==> config.mk <==
export PLATFORM = sky130hd
export DESIGN_NAME = serial_rx_deframer
export DESIGN_NICKNAME = d
export VERILOG_FILES = /design/src/rtl/serial_rx_deframer.sv
export SDC_FILE = /design/constraint.sdc
export NUM_CORES = 1
export LEC_CHECK = 0
export BUFFER_PORTS_ARGS = -buffer_cell sky130_fd_sc_hd__buf_4
export CORE_ASPECT_RATIO = 0.7
export CORE_UTILIZATION = 60
export DETAILED_ROUTE_END_ITERATION = 12
export PLACE_DENSITY = 0.9
export SYNTH_ARGS = -nofsm -noshare
export SYNTH_HDL_FRONTEND = slang
export SYNTH_SLANG_ARGS = --single-unit
==> constraint.sdc <==
create_clock -name clk -period 4.3 [get_ports clk]
set_clock_uncertainty 0.2 [all_clocks]
set_input_delay 0.215 -clock clk [delete_from_list [all_inputs] [get_ports clk]]
set_output_delay 0.215 -clock clk [all_outputs]
set_load 0.05 [all_outputs]
==> src/rtl/serial_rx_deframer.sv <==
// Oversampling UART-style receive deframer: start bit, DATA_WIDTH bits LSB first, one stop bit.
// Optional RX_MAJORITY_VOTE_EN decides data and stop bits by a 2-of-3 vote around the bit centre.
module serial_rx_deframer #(
  parameter int DATA_WIDTH   = 8,
  parameter int CLKS_PER_BIT = 16
) (
  input  logic                  clk,
  input  logic                  arst,
  input  logic                  rx_in,
  output logic [DATA_WIDTH-1:0] out_byte,
  output logic                  out_valid,
  output logic                  frame_err,
  output logic                  busy
);

  localparam int CNT_W = $clog2(CLKS_PER_BIT);
  localparam int IDX_W = $clog2(DATA_WIDTH + 1);

  localparam logic [CNT_W-1:0] CNT_HALF = CNT_W'(CLKS_PER_BIT / 2 - 1);
  localparam logic [CNT_W-1:0] CNT_LAST = CNT_W'(CLKS_PER_BIT - 1);
  localparam logic [IDX_W-1:0] IDX_LAST = IDX_W'(DATA_WIDTH - 1);

  localparam logic [2:0] S_IDLE      = 3'd0;
  localparam logic [2:0] S_START     = 3'd1;
  localparam logic [2:0] S_DATA      = 3'd2;
  localparam logic [2:0] S_STOP      = 3'd3;
  localparam logic [2:0] S_WAIT_IDLE = 3'd4;

  logic                  r_sync1;
  logic                  r_sync2;
  logic [2:0]            r_state;
  logic [CNT_W-1:0]      r_cnt;
  logic [IDX_W-1:0]      r_bitIdx;
  logic [DATA_WIDTH-1:0] r_shift;
  logic [DATA_WIDTH-1:0] r_outByte;
  logic                  r_outValid;
  logic                  r_frameErr;

  logic w_rxS;
  logic w_bitSample;

  // Two-flop synchroniser; reset to the idle (high) line level so release never looks like a start bit.
  always_ff @(posedge clk or posedge arst) begin
    if (arst) begin
      r_sync1 <= 1'b1;
      r_sync2 <= 1'b1;
    end else begin
      r_sync1 <= rx_in;
      r_sync2 <= r_sync1;
    end
  end

  assign w_rxS = r_sync2;

`ifdef RX_MAJORITY_VOTE_EN
  logic [1:0] r_hist;

  // r_hist holds rx_s from the two cycles before the centre sample, so the vote lands at the usual time.
  always_ff @(posedge clk or posedge arst) begin
    if (arst) begin
      r_hist <= 2'b11;
    end else begin
      r_hist <= {r_hist[0], w_rxS};
    end
  end

  assign w_bitSample = (r_hist[1] & r_hist[0]) | (r_hist[1] & w_rxS) | (r_hist[0] & w_rxS);
`else
  assign w_bitSample = w_rxS;
`endif

  always_ff @(posedge clk or posedge arst) begin
    if (arst) begin
      r_state    <= S_IDLE;
      r_cnt      <= '0;
      r_bitIdx   <= '0;
      r_shift    <= '0;
      r_outByte  <= '0;
      r_outValid <= 1'b0;
      r_frameErr <= 1'b0;
    end else begin
      r_outValid <= 1'b0;
      r_frameErr <= 1'b0;
      case (r_state)
        S_IDLE: begin
          r_cnt <= '0;
          if (!w_rxS) begin
            r_state <= S_START;
          end
        end
        S_START: begin
          // A start bit must still be low at its centre, otherwise it was a line glitch.
          if (r_cnt == CNT_HALF) begin
            r_cnt    <= '0;
            r_bitIdx <= '0;
            r_state  <= w_rxS ? S_IDLE : S_DATA;
          end else begin
            r_cnt <= r_cnt + 1'b1;
          end
        end
        S_DATA: begin
          if (r_cnt == CNT_LAST) begin
            r_cnt    <= '0;
            r_shift  <= {w_bitSample, r_shift[DATA_WIDTH-1:1]};
            r_bitIdx <= r_bitIdx + 1'b1;
            if (r_bitIdx == IDX_LAST) begin
              r_state <= S_STOP;
            end
          end else begin
            r_cnt <= r_cnt + 1'b1;
          end
        end
        S_STOP: begin
          if (r_cnt == CNT_LAST) begin
            r_cnt <= '0;
            if (w_bitSample) begin
              r_outByte  <= r_shift;
              r_outValid <= 1'b1;
              r_state    <= S_IDLE;
            end else begin
              r_frameErr <= 1'b1;
              r_state    <= S_WAIT_IDLE;
            end
          end else begin
            r_cnt <= r_cnt + 1'b1;
          end
        end
        S_WAIT_IDLE: begin
          // Hold off until the line returns high so a break does not produce a stream of frames.
          r_cnt <= '0;
          if (w_rxS) begin
            r_state <= S_IDLE;
          end
        end
        default: begin
          r_cnt   <= '0;
          r_state <= S_IDLE;
        end
      endcase
    end
  end

  assign out_byte  = r_outByte;
  assign out_valid = r_outValid;
  assign frame_err = r_frameErr;
  assign busy      = (r_state != S_IDLE);

endmodule

* After elaboration in Yosys (flattened, before gate mapping) *
Cells that the tools add are included.

storage, ports and cells
  bits in registers = 31
  input bits = 3
  output and inout bits = 11
  logic and storage cells = 53

operators by class
  add/sub/neg operators = 2
  equality and inequality tests = 13
  mux-type cells = 21
  reduce and logical (&&, ||, !) cells = 8

operator list
  cell                   count
  $mux W3                7
  $mux W4                4
  $pmux W4 S2            2
  $pmux W3 S5            1
  $ne A2 B2 Y1 const B   6
  $add A4 B1 Y4 const B  2
  $eq A4 B3 Y1 const B   2
  $eq A3 B2 Y1 const B   2
  $mux W1                6
  $reduce_and A3 Y1      2
  $reduce_and A6 Y1      1
  $eq A4 B4 Y1 const B   1
  $eq A3 B1 Y1 const B   1
  $eq A3 B3 Y1 const B   1
  $logic_not A3 Y1       1
  $reduce_bool A3 Y1     1
  $mux W2                1
  $reduce_and A2 Y1      1
  $reduce_bool A2 Y1     1
  $reduce_or A2 Y1       1

* Longest topological paths before layout *
Gate-level depths: netlist (run 1).

  word-level depth = 4
  depth in mapped cells = 6

* Least setup slack after synthesis (run 1) *
OpenSTA, ideal clock, no wires.

  path type = register -> register
  start = reg r_state[1]
  end = reg r_bitIdx[3]
  library setup time = 0.069 ns
  arrival = 1.696 ns
  data required time = 4.031 ns
  path slack = 2.335 ns
  stages on the path, launching flop included = 6
  cell sequence = dfrtp_1 -> buf_6 -> or3b_1 -> a211o_1 -> or4_1 -> nand3_1

on the way
  word-level cells in the longest chain between the ends = 3

RTL lines
  item                                                                        RTL line  RTL
  from (decl)                                                                 31        logic [2:0] r_state;
  from (signal assigned)                                                      96        r_state <= w_rxS ? S_IDLE : S_DATA;
  $eq A3 B2 Y1 / $eq A3 B1 Y1 (equally long branches)                         84        case (r_state)
  $ne A2 B2 Y1 (no source line) / $reduce_bool A2 Y1 (equally long branches)  -
  $reduce_and A3 Y1 (no source line)                                          -
  to (signal assigned)                                                        105       r_bitIdx <= r_bitIdx + 1'b1;
  to (decl)                                                                   33        logic [IDX_W-1:0] r_bitIdx;

Several ways; a longest one is shown, not always the timed one.
A chain may end at the register's enable or synchronous reset.

* Worst setup path after layout (run 1) *
  start = reg r_state[0]
  end = reg r_bitIdx[3]

The elaborated chain is that of the path after synthesis.

==> results.yml, run 1 <==
worst_setup_path:
  path_delay_family: "simple AND/OR/NAND/NOR gates"
  timing.critical_path.required_ns: 4.35
  setup.worst_path.end_class: "register"
  timing.critical_path.cells: "or3b_1 -> a211o_1 -> or4_1 -> nand3_1"
  worst_setup_sp_type: "register"
  worst-path-buf-inv: 0
  peak_per_stage_delay_on_the_critical_path_ns: 0.54
  worstSetupPathType: "register to register"
  crit_path_top_delay_cell: "dfrtp_1"
  arrival_ns: 2.17
  worst-path-max-fanout: 12
cts:
  cts_tree: "yes"
  clk_latency_ns: 0.31
  root_buffer: "clkbuf_4"
  cts.clk_slew.worst_paths_ns: 0.10
  cts.repair.resized: 0
  h-tree-depth: 2
  cts_buffer_depth: 2
  cts.sinks: 31
  holdBufCountCts: 2
  cts-buffers-inserted: 5
  cts_post_setup_buffers_inserted: 0
drt:
  num_vias: 821
  detailedRoute.firstIterationViolations: 25
  antenna_violating_nets_post_route: 0
  route.detailed.vias_per_inst: 5.74
  wire_per_inst_um: 15.4
  drcViolationCount: 1
  drt_wl_total_um: 2210
  drt_pass1_iterations: 8
yosys:
  yosysUniqueCellTypes: 28
  postSynth.asyncResetShare_pct: 100
  synth_seq_cells: 31
  syn_area_per_cell_sq_um: 12.8
  synth-xor-area-share_pct: 2.03
  post_synth_fa_ha_maj_area_fraction_pct: 1.93
  synth-edff-count: 0
  mappedNetlistNets: 106
  post_synth_mux_area_share_pct: 15.6
  compound_cell_area_share_of_the_yosys_netlist_pct: 3.86
  syn-cell-area_sq_um: 1300
  synth_top_family_by_area: "multiplexers"
  synth-main-ff-cell: "dfrtp_1"
  syn-instance-count: 101
  area_fraction_in_and_or_nand_and_nor_cells_after_synthesis_pct: 13.3
  seq_area_frac_synth_pct: 60.0
  number_of_warnings_reported_in_the_yosys_synthesis_log: 0
timing:
  layout_setup_ws_ns: 2.18
  grt_setup_unrepaired: "no"
  finalSetupViolations: 0
  worst_slew_pin_tran_ns: 1.10
  tightest_slew_margin_relative_to_the_limit_pct: 26.9
  clock.fmax_ghz: 0.472
  final-max-slew-violation-count: 0
  hold_viol: 0
  timing.final.crit_period_ns: 2.12
  finalSetupTns_ns: 0
  timing.final.crit_share_pct: 49.2
pwr:
  power_per_cell_area_nw_per_um2: 499
  total_power_mw: 0.738
  max_ir_drop_vdd_mv: 0.304
  static-leakage-power_nw: 0.752
layout:
  post_route_cells_drive_above_1_share_pct: 35.5
  synthToLayoutAreaGrowth_pct: 14.1
  design.final.nets: 125
  finish.cell_count_without_fillers: 143
  num_antenna_cells: 0
  layout.cell_area.non_filler_sq_um: 1480
die:
  design.die.area_sq_um: 2360
  floorplan.core_area_sq_um: 1950
  chipHeight_um: 40.9
  initial_utilization_pct: 66.5
  floorplan.rows: 13
  io_pins: 14
  die_w_um: 57.6
run_status:
  violations: "DRC"
  status: "finished with violations"
place:
  io_buffer_count: 13
  dpl.hpwl_um: 1560
  dpl.cell_count: 133
  post_dp_cell_area_sq_um: 1410
  gp_weighted_congestion: 0.799
  dp_slack_ns: 2.21
grt:
  first_global_vias: 777
  grt_util_all_layers_pct: 22.8
  grt_first_pass_wirelength_um: 3610
  grt_start_max_net_pins: 32
  grt_antenna_before_repair: 0
  globalRouteOverflowTotal: 0
worst_hold_path:
  hp-class: "register to register"
job:
  cap_violations: 0
## layout make-up
type / count / area [sq um]
Sequential cell: 31 / 778
Clock inverter: 2 / 12.5
Clock buffer: 6 / 41.3
Inverter: 5 / 18.8
Timing Repair Buffer: 16 / 125
Fill cell: 137 / 472
Multi-Input combinational cell: 61 / 477
Tap cell: 22 / 27.5
## flip-flops by register name (all words and copies together) (netlist names)
signal	flops
out_valid	1
r_cnt	4
frame_err	1
r_sync1	1
r_shift	8
r_state	3
out_byte	8
r_bitIdx	4
r_sync2	1
## cells in the mapped netlist, types with 2 or more instances
cell type / number / area [sq um]
nand2_1: 6 / 22.5
dfstp_2: 2 / 52.6
nand3_1: 5 / 25.0
mux2_2: 18 / 203
o21ai_0: 2 / 10.0
nor2_1: 6 / 22.5
dfrtp_1: 29 / 726
inv_1: 5 / 18.8
nor3b_1: 2 / 15.0
nand3b_1: 2 / 15.0
ha_1: 2 / 25.0
xnor2_1: 3 / 26.3
nor3_1: 3 / 15.0
clkbuf_1: 2 / 7.51
## power breakdown
| group | switching [mW] | internal (mW) | leakage [nW] |
|---|---|---|---|
| combinational | 0.0820 | 0.0908 | 0.323 |
| clock | 0.0958 | 0.0630 | 0.0282 |
| sequential | 0.0571 | 0.350 | 0.401 |
| total | 0.235 | 0.503 | 0.752 |
## cell usage in the layout, fill, tap and decap left out, types with 2 or more instances in the layout
| master | instances |
|---|---|
| ha_1 | 2 |
| nand3_1 | 5 |
| inv_1 | 5 |
| dfrtp_1 | 29 |
| clkbuf_4 | 5 |
| nand3b_1 | 2 |
| mux2_2 | 18 |
| nand2_1 | 6 |
| dlygate4sd3_1 | 2 |
| nor3b_1 | 2 |
| buf_4 | 14 |
| o21ai_0 | 2 |
| xnor2_1 | 3 |
| nor2_1 | 6 |
| dfstp_2 | 2 |
| nor3_1 | 3 |
## worst register-to-register path: cells and delay by family (launching register included)
kind            cells  cell delay, ns
simple gates        3            0.99
flops               1            0.54
compound gates      1            0.32
## kinds of logic after synthesis
kind of cell | Yosys count
XOR/XNOR | 3
AND/OR/NAND/NOR | 31
buffers and inverters | 9
AO/OA/AOI/OAI | 7
multiplexers | 18
flip-flops | 31
adder cells (fa/ha/maj) | 2
## per-layer routing
metal,vias up,wire [um],track usage [%]
met4,0,0,7.93
met3,0,102,9.78
li1,398,-,-
met1,406,1070,30.7
met5,-,0,0
met2,17,1030,33.4
## per-stage QoR
step / hold WS (ns) / util, %
after floorplan: 0.0195 / -
after global placement: 0.125 / 72.1
after detailed placement: 0.126 / 72.1
after CTS: 0.164 / 75.8
after global routing: 0.171 / 75.8
final: 0.163 / 75.8
## final timing paths
kind	cells past startpoint	from	slack (ns)	endpoint
worst max register to register	4	r_state[0]$_DFFE_PP0P_	2.18	r_bitIdx[3]$_DFFE_PP0P_
min in group asynchronous	3	arst	0.53	out_byte[5]$_DFFE_PP0P_
worst max-delay path	4	r_state[0]$_DFFE_PP0P_	2.18	r_bitIdx[3]$_DFFE_PP0P_
max in group asynchronous	3	arst	2.71	out_byte[2]$_DFFE_PP0P_
worst min register to register	0	r_sync1$_DFF_PP1_	0.16	r_sync2$_DFF_PP1_
worst min-delay path	0	r_sync1$_DFF_PP1_	0.16	r_sync2$_DFF_PP1_
Note: power is estimated with default switching activity, not from simulation.
==> run 2: changes to the inputs <==
Settings changed: CORE_UTILIZATION 60 to 50, PLACE_DENSITY 0.9 to 0.81.
Clock period 4.3 ns to 1.85 ns, I/O delays scaled along.
==> run 2 against run 1 <==
  * Wire length up 14%
  * Fmax up 18%
  * Total power rose to 2.9 times the previous value
  * The run now ends clean
  * Critical path type unchanged
  * Sequential share of layout area down 7.5 points
  * Design area up 17%
  * Largest cell class unchanged
  * Critical path depth up 1
  * Hold slack worse by 0.0058 ns
  * Combinational power rose to 3.4 times the previous value
  * Largest power group unchanged
==> results.yml, run 2 (synthesized netlist as in run 1, its figures left out) <==
pwr:
  max_ir_drop_vdd_mv: 0.748
  p_switching_mw: 0.637
  share_comb_of_total_power_pct: 27.4
  cell_internal_pwr_mw: 1.53
  seq_power_share_pct: 42.2
  static-leakage-power_nw: 0.885
  clock_power_share_pct: 30.4
  switching_share_pct: 29.4
  power_per_cell_area_nw_per_um2: 1260
timing:
  tightest_slew_margin_relative_to_the_limit_pct: 74.5
  finalSetupViolations: 0
  hold_viol: 0
  timing.final.crit_share_pct: 97.0
  clock.fmax_ghz: 0.557
  worst_case_hold_slack_ns: 0.157
  worst_slew_pin_tran_ns: 0.383
  timing.final.crit_period_ns: 1.79
  final-max-slew-violation-count: 0
  grt_setup_unrepaired: "yes"
drt:
  highest-signal-layer: "met4"
  drcViolationCount: 0
  num_vias: 901
  route.detailed.vias_per_inst: 5.12
  drt_pass1_iterations: 4
  antenna_violating_nets_post_route: 0
  met3_length_um: 69
  wl_met1_um: 1270
  route.met2.wl_um: 1150
  detailedRoute.firstIterationViolations: 71
  wire_per_inst_um: 14.3
  drt_wl_total_um: 2520
job:
  cap_violations: 0
grt:
  grt_first_pass_wirelength_um: 4060
  grt_util_all_layers_pct: 20.2
  globalRouteOverflowTotal: 0
  grt_antenna_before_repair: 0
  first_global_vias: 858
  grt_start_max_net_pins: 32
place:
  gp_weighted_congestion: 0.787
  dpl.hpwl_um: 1710
  io_buffer_count: 13
  dpl.cell_count: 162
layout:
  final_cell_mix: "buf_4, dfrtp_1, mux2_2"
  num_antenna_cells: 0
  synthToLayoutAreaGrowth_pct: 33.0
  multi_input_comb_area_sq_um: 490
  post_route_cells_drive_above_1_share_pct: 46.5
  layout.cells.most_common: "buf_4"
  area.sequential_sq_um: 778
  design.final.nets: 146
  fill_cells: 183
  finish.cell_count_without_fillers: 176
die:
  chipHeight_um: 44.6
  floorplan.rows: 15
  initial_utilization_pct: 52.8
  io_pins: 14
  design.die.area_sq_um: 2810
  floorplan.core_area_sq_um: 2460
  die_w_um: 62.9
cts:
  h-tree-depth: 2
  root_buffer: "clkbuf_8"
  cts_buffer_depth: 2
  cts.sinks: 31
  cts-buffers-inserted: 5
  cts_tree: "yes"
  cts.clk_slew.worst_paths_ns: 0.07
  clk_latency_ns: 0.28
run_status:
  status: "complete, no violations"
worst_setup_path:
  arrival_ns: 1.76
  worst_setup_sp_type: "register"
  setup.worst_path.end_class: "register"
  worst-path-max-fanout: 5
  worstSetupPathType: "register to register"
  timing.critical_path.required_ns: 1.82
worst_hold_path:
  hp-class: "register to register"
run 2: through the flow:
stage | setup WS [ns] | power (mW) | setup TNS [ns] | utilization [%] | cell area, sq um
floorplan | -0.101 | 1.25 | -0.101 | - | 1300
global placement | 0.0280 | 1.41 | 0 | 63.0 | 1550
detailed placement | -0.00256 | 1.46 | -0.00256 | 63.0 | 1550
CTS | 0.00753 | 2.14 | 0 | 68.7 | 1690
global route | -0.0189 | 2.28 | -0.108 | 70.2 | 1730
finish | 0.0554 | 2.17 | 0 | 70.2 | 1730
run 2: per-layer routing:
metal / up-vias / GRT usage (%)
met5: - / 0
met2: 20 / 31.2
li1: 434 / -
met1: 442 / 26.1
met3: 5 / 6.96
met4: 0 / 9.30
run 2: layout make-up:
type	count	area share, %
sequential	31	45.1
clock inverter	3	2.54
inverter	5	1.09
multi-input combinational	61	28.4
timing repair buffer	37	16.4
tap	34	2.47
clock buffer	5	3.99
run 2: final timing paths:
path	from	to	slack [ns]	depth (start not counted)
max in group asynchronous	arst	r_sync2$_DFF_PP1_	0.88	4
min in group asynchronous	arst	out_byte[0]$_DFFE_PP0P_	0.26	4
min reg2reg	r_sync1$_DFF_PP1_	r_sync2$_DFF_PP1_	0.16	0
max reg2reg	r_cnt[1]$_DFF_PP0_	r_shift[5]$_DFFE_PP0P_	0.06	5
max	r_cnt[1]$_DFF_PP0_	r_shift[5]$_DFFE_PP0P_	0.06	5
min	r_sync1$_DFF_PP1_	r_sync2$_DFF_PP1_	0.16	0
run 2: critical path, cell delays in order (launching register included):
cell and delay (ns):
dfrtp_1 0.35, ha_1 0.16, and4b_1 0.25, nor3b_4 0.21, buf_4 0.17, mux2_2 0.34
run 2: power by group through the flow:
| stage | Sequential, mW | Clock, mW | Combinational, mW |
|---|---|---|---|
| floorplan | 0.920 | 0 | 0.331 |
| global placement | 0.913 | 0 | 0.502 |
| detailed placement | 0.928 | 0 | 0.533 |
| CTS | 0.914 | 0.669 | 0.556 |
| global route | 0.928 | 0.700 | 0.654 |
| finish | 0.916 | 0.660 | 0.594 |
run 2: what timing repair did:
item                                    CTS  global route
endpoints found under the setup margin    1            12
cloned                                    0             1
buffers inserted                          1             2
pin swaps                                 1             4
hold buffers                              2             0
resized for setup                         0             5
hold endpoints to repair                 32             0
==> run 3: changes to the inputs <==
Settings changed: CORE_UTILIZATION 50 to 56, PLACE_DENSITY 0.81 to 0.86.
Clock period 1.85 ns to 1.75 ns, I/O delays scaled along.
==> run 3 against run 2 <==
  * The flow now finishes with violations (setup timing)
  * First-iteration DRC count down 24%
  * Global-route usage increased by 7.8 points
  * Non-clock buffer count up 4
  * Total power grew 0.68%
  * Critical endpoint is now r_bitIdx[3]$_DFFE_PP0P_
  * Highest routed layer unchanged
==> results.yml, run 3 (synthesized netlist as in run 1, its figures left out) <==
pwr:
  power_per_cell_area_nw_per_um2: 1240
  share_comb_of_total_power_pct: 35.2
  seq_power_share_pct: 44.8
  cell_internal_pwr_mw: 1.48
  static-leakage-power_nw: 0.914
  p_switching_mw: 0.703
  switching_share_pct: 32.2
  clock_power_share_pct: 20.0
  max_ir_drop_vdd_mv: 0.749
layout:
  final_cell_mix: "buf_4, dfrtp_1, mux2_2"
  layout.cell_area.non_filler_sq_um: 1770
  layout.core_utilization_pct: 81.4
  design.final.nets: 150
  layout.cells.most_common: "buf_4"
  post_route_cells_drive_above_1_share_pct: 49.3
  num_antenna_cells: 0
  synthToLayoutAreaGrowth_pct: 36.3
cts:
  cts-buffers-inserted: 5
  h-tree-depth: 2
  cts.sinks: 31
  cts_tree: "yes"
  cts_buffer_depth: 2
  cts.clk_slew.worst_paths_ns: 0.09
  root_buffer: "clkbuf_4"
  clk_latency_ns: 0.33
worst_setup_path:
  worst_setup_sp_type: "register"
  timing.critical_path.required_ns: 1.82
  worstSetupPathType: "register to register"
  worst-path-max-fanout: 4
  arrival_ns: 1.97
  setup.worst_path.end_class: "register"
place:
  dpl.hpwl_um: 1760
  io_buffer_count: 13
  post_dp_cell_area_sq_um: 1560
  gp_weighted_congestion: 0.883
timing:
  finalSetupTns_ns: -1.27
  layout_setup_ws_ns: -0.154
  hold_viol: 0
  grt_setup_unrepaired: "yes"
  timing.final.crit_period_ns: 1.90
  clock.fmax_ghz: 0.525
  tightest_slew_margin_relative_to_the_limit_pct: 74.1
  timing.final.crit_share_pct: 109
  worst_slew_pin_tran_ns: 0.386
  final-max-slew-violation-count: 0
  finalSetupViolations: 20
grt:
  first_global_vias: 1004
  globalRouteOverflowTotal: 0
  grt_antenna_before_repair: 0
  grt_start_max_net_pins: 32
  grt_util_all_layers_pct: 28.0
  grt_first_pass_wirelength_um: 4790
run_status:
  status: "finished with violations"
  violations: "setup timing"
drt:
  drt_pass1_iterations: 4
  highest-signal-layer: "met4"
  drt_wl_total_um: 3000
  route.detailed.vias_per_inst: 5.48
  num_vias: 976
  route.met2.wl_um: 1390
  drcViolationCount: 0
  wire_per_inst_um: 16.8
  antenna_violating_nets_post_route: 0
  detailedRoute.firstIterationViolations: 54
  met3_length_um: 99
  wl_met1_um: 1370
die:
  initial_utilization_pct: 59.7
  design.die.area_sq_um: 2520
  floorplan.core_area_sq_um: 2170
  chipHeight_um: 42.3
  floorplan.rows: 14
  die_w_um: 59.5
  io_pins: 14
worst_hold_path:
  hp-class: "register to register"
job:
  cap_violations: 0
## run 3: repair_timing
action / in CTS / in global routing
cloned: 1 / 0
endpoints found under the hold margin: 32 / 0
hold buffers: 2 / 0
buffers inserted: 4 / 1
endpoints found under the setup margin: 16 / 22
resized for setup: 19 / 3
pin swaps: 2 / 1
## run 3: critical path, stage by stage, from the launching register on
cell     delay [ns]
dfrtp_1        0.42
or3b_1         0.38
a211o_1        0.29
or4_1          0.46
nand3_1        0.09
## run 3: final cells by class
class,count,area [sq um]
Tap cell,32,40.0
Clock inverter,1,5.00
Sequential cell,31,778
Clock buffer,7,55.1
Multi-Input combinational cell,61,536
Inverter,5,18.8
Fill cell,132,404
Timing Repair Buffer,41,335
## run 3: worst paths after layout
path / from / endpoint / slack (ns) / depth (start not counted)
worst max register to register: r_state[0]$_DFFE_PP0P_ / r_bitIdx[3]$_DFFE_PP0P_ / -0.15 / 4
min in group asynchronous: arst / r_shift[4]$_DFFE_PP0P_ / 0.20 / 4
worst min-delay path: r_sync1$_DFF_PP1_ / r_sync2$_DFF_PP1_ / 0.16 / 0
worst min register to register: r_sync1$_DFF_PP1_ / r_sync2$_DFF_PP1_ / 0.16 / 0
max in group asynchronous: arst / r_sync1$_DFF_PP1_ / 0.84 / 4
worst max-delay path: r_state[0]$_DFFE_PP0P_ / r_bitIdx[3]$_DFFE_PP0P_ / -0.15 / 4
## run 3: per-layer routing
layer / vias up / track usage (%)
li1: 446 / -
met1: 492 / 37.4
met2: 23 / 41.1
met3: 15 / 7.72
met4: 0 / 16.7
met5: - / 0
## run 3: stage by stage
stage                     std cells  power (mW)  setup slack (ns)  hold WS, ns
after CTS                       177        2.13            -0.134        0.160
after global placement          162        1.51           -0.0635      -0.0174
after global routing            178        2.29            -0.202        0.166
after floorplan                 101        1.33            -0.201       -0.108
final                           178        2.19            -0.154        0.160
after detailed placement        162        1.56            -0.151     -0.00302
## run 3: power by group through the flow
stage	Combinational, mW	Clock (mW)	Sequential [mW]
3_5_place_dp	0.586	0	0.976
2_1_floorplan	0.356	0	0.973
4_1_cts	0.719	0.447	0.966
6_report	0.770	0.437	0.978
5_1_grt	0.826	0.470	0.992
3_3_place_gp	0.547	0	0.966
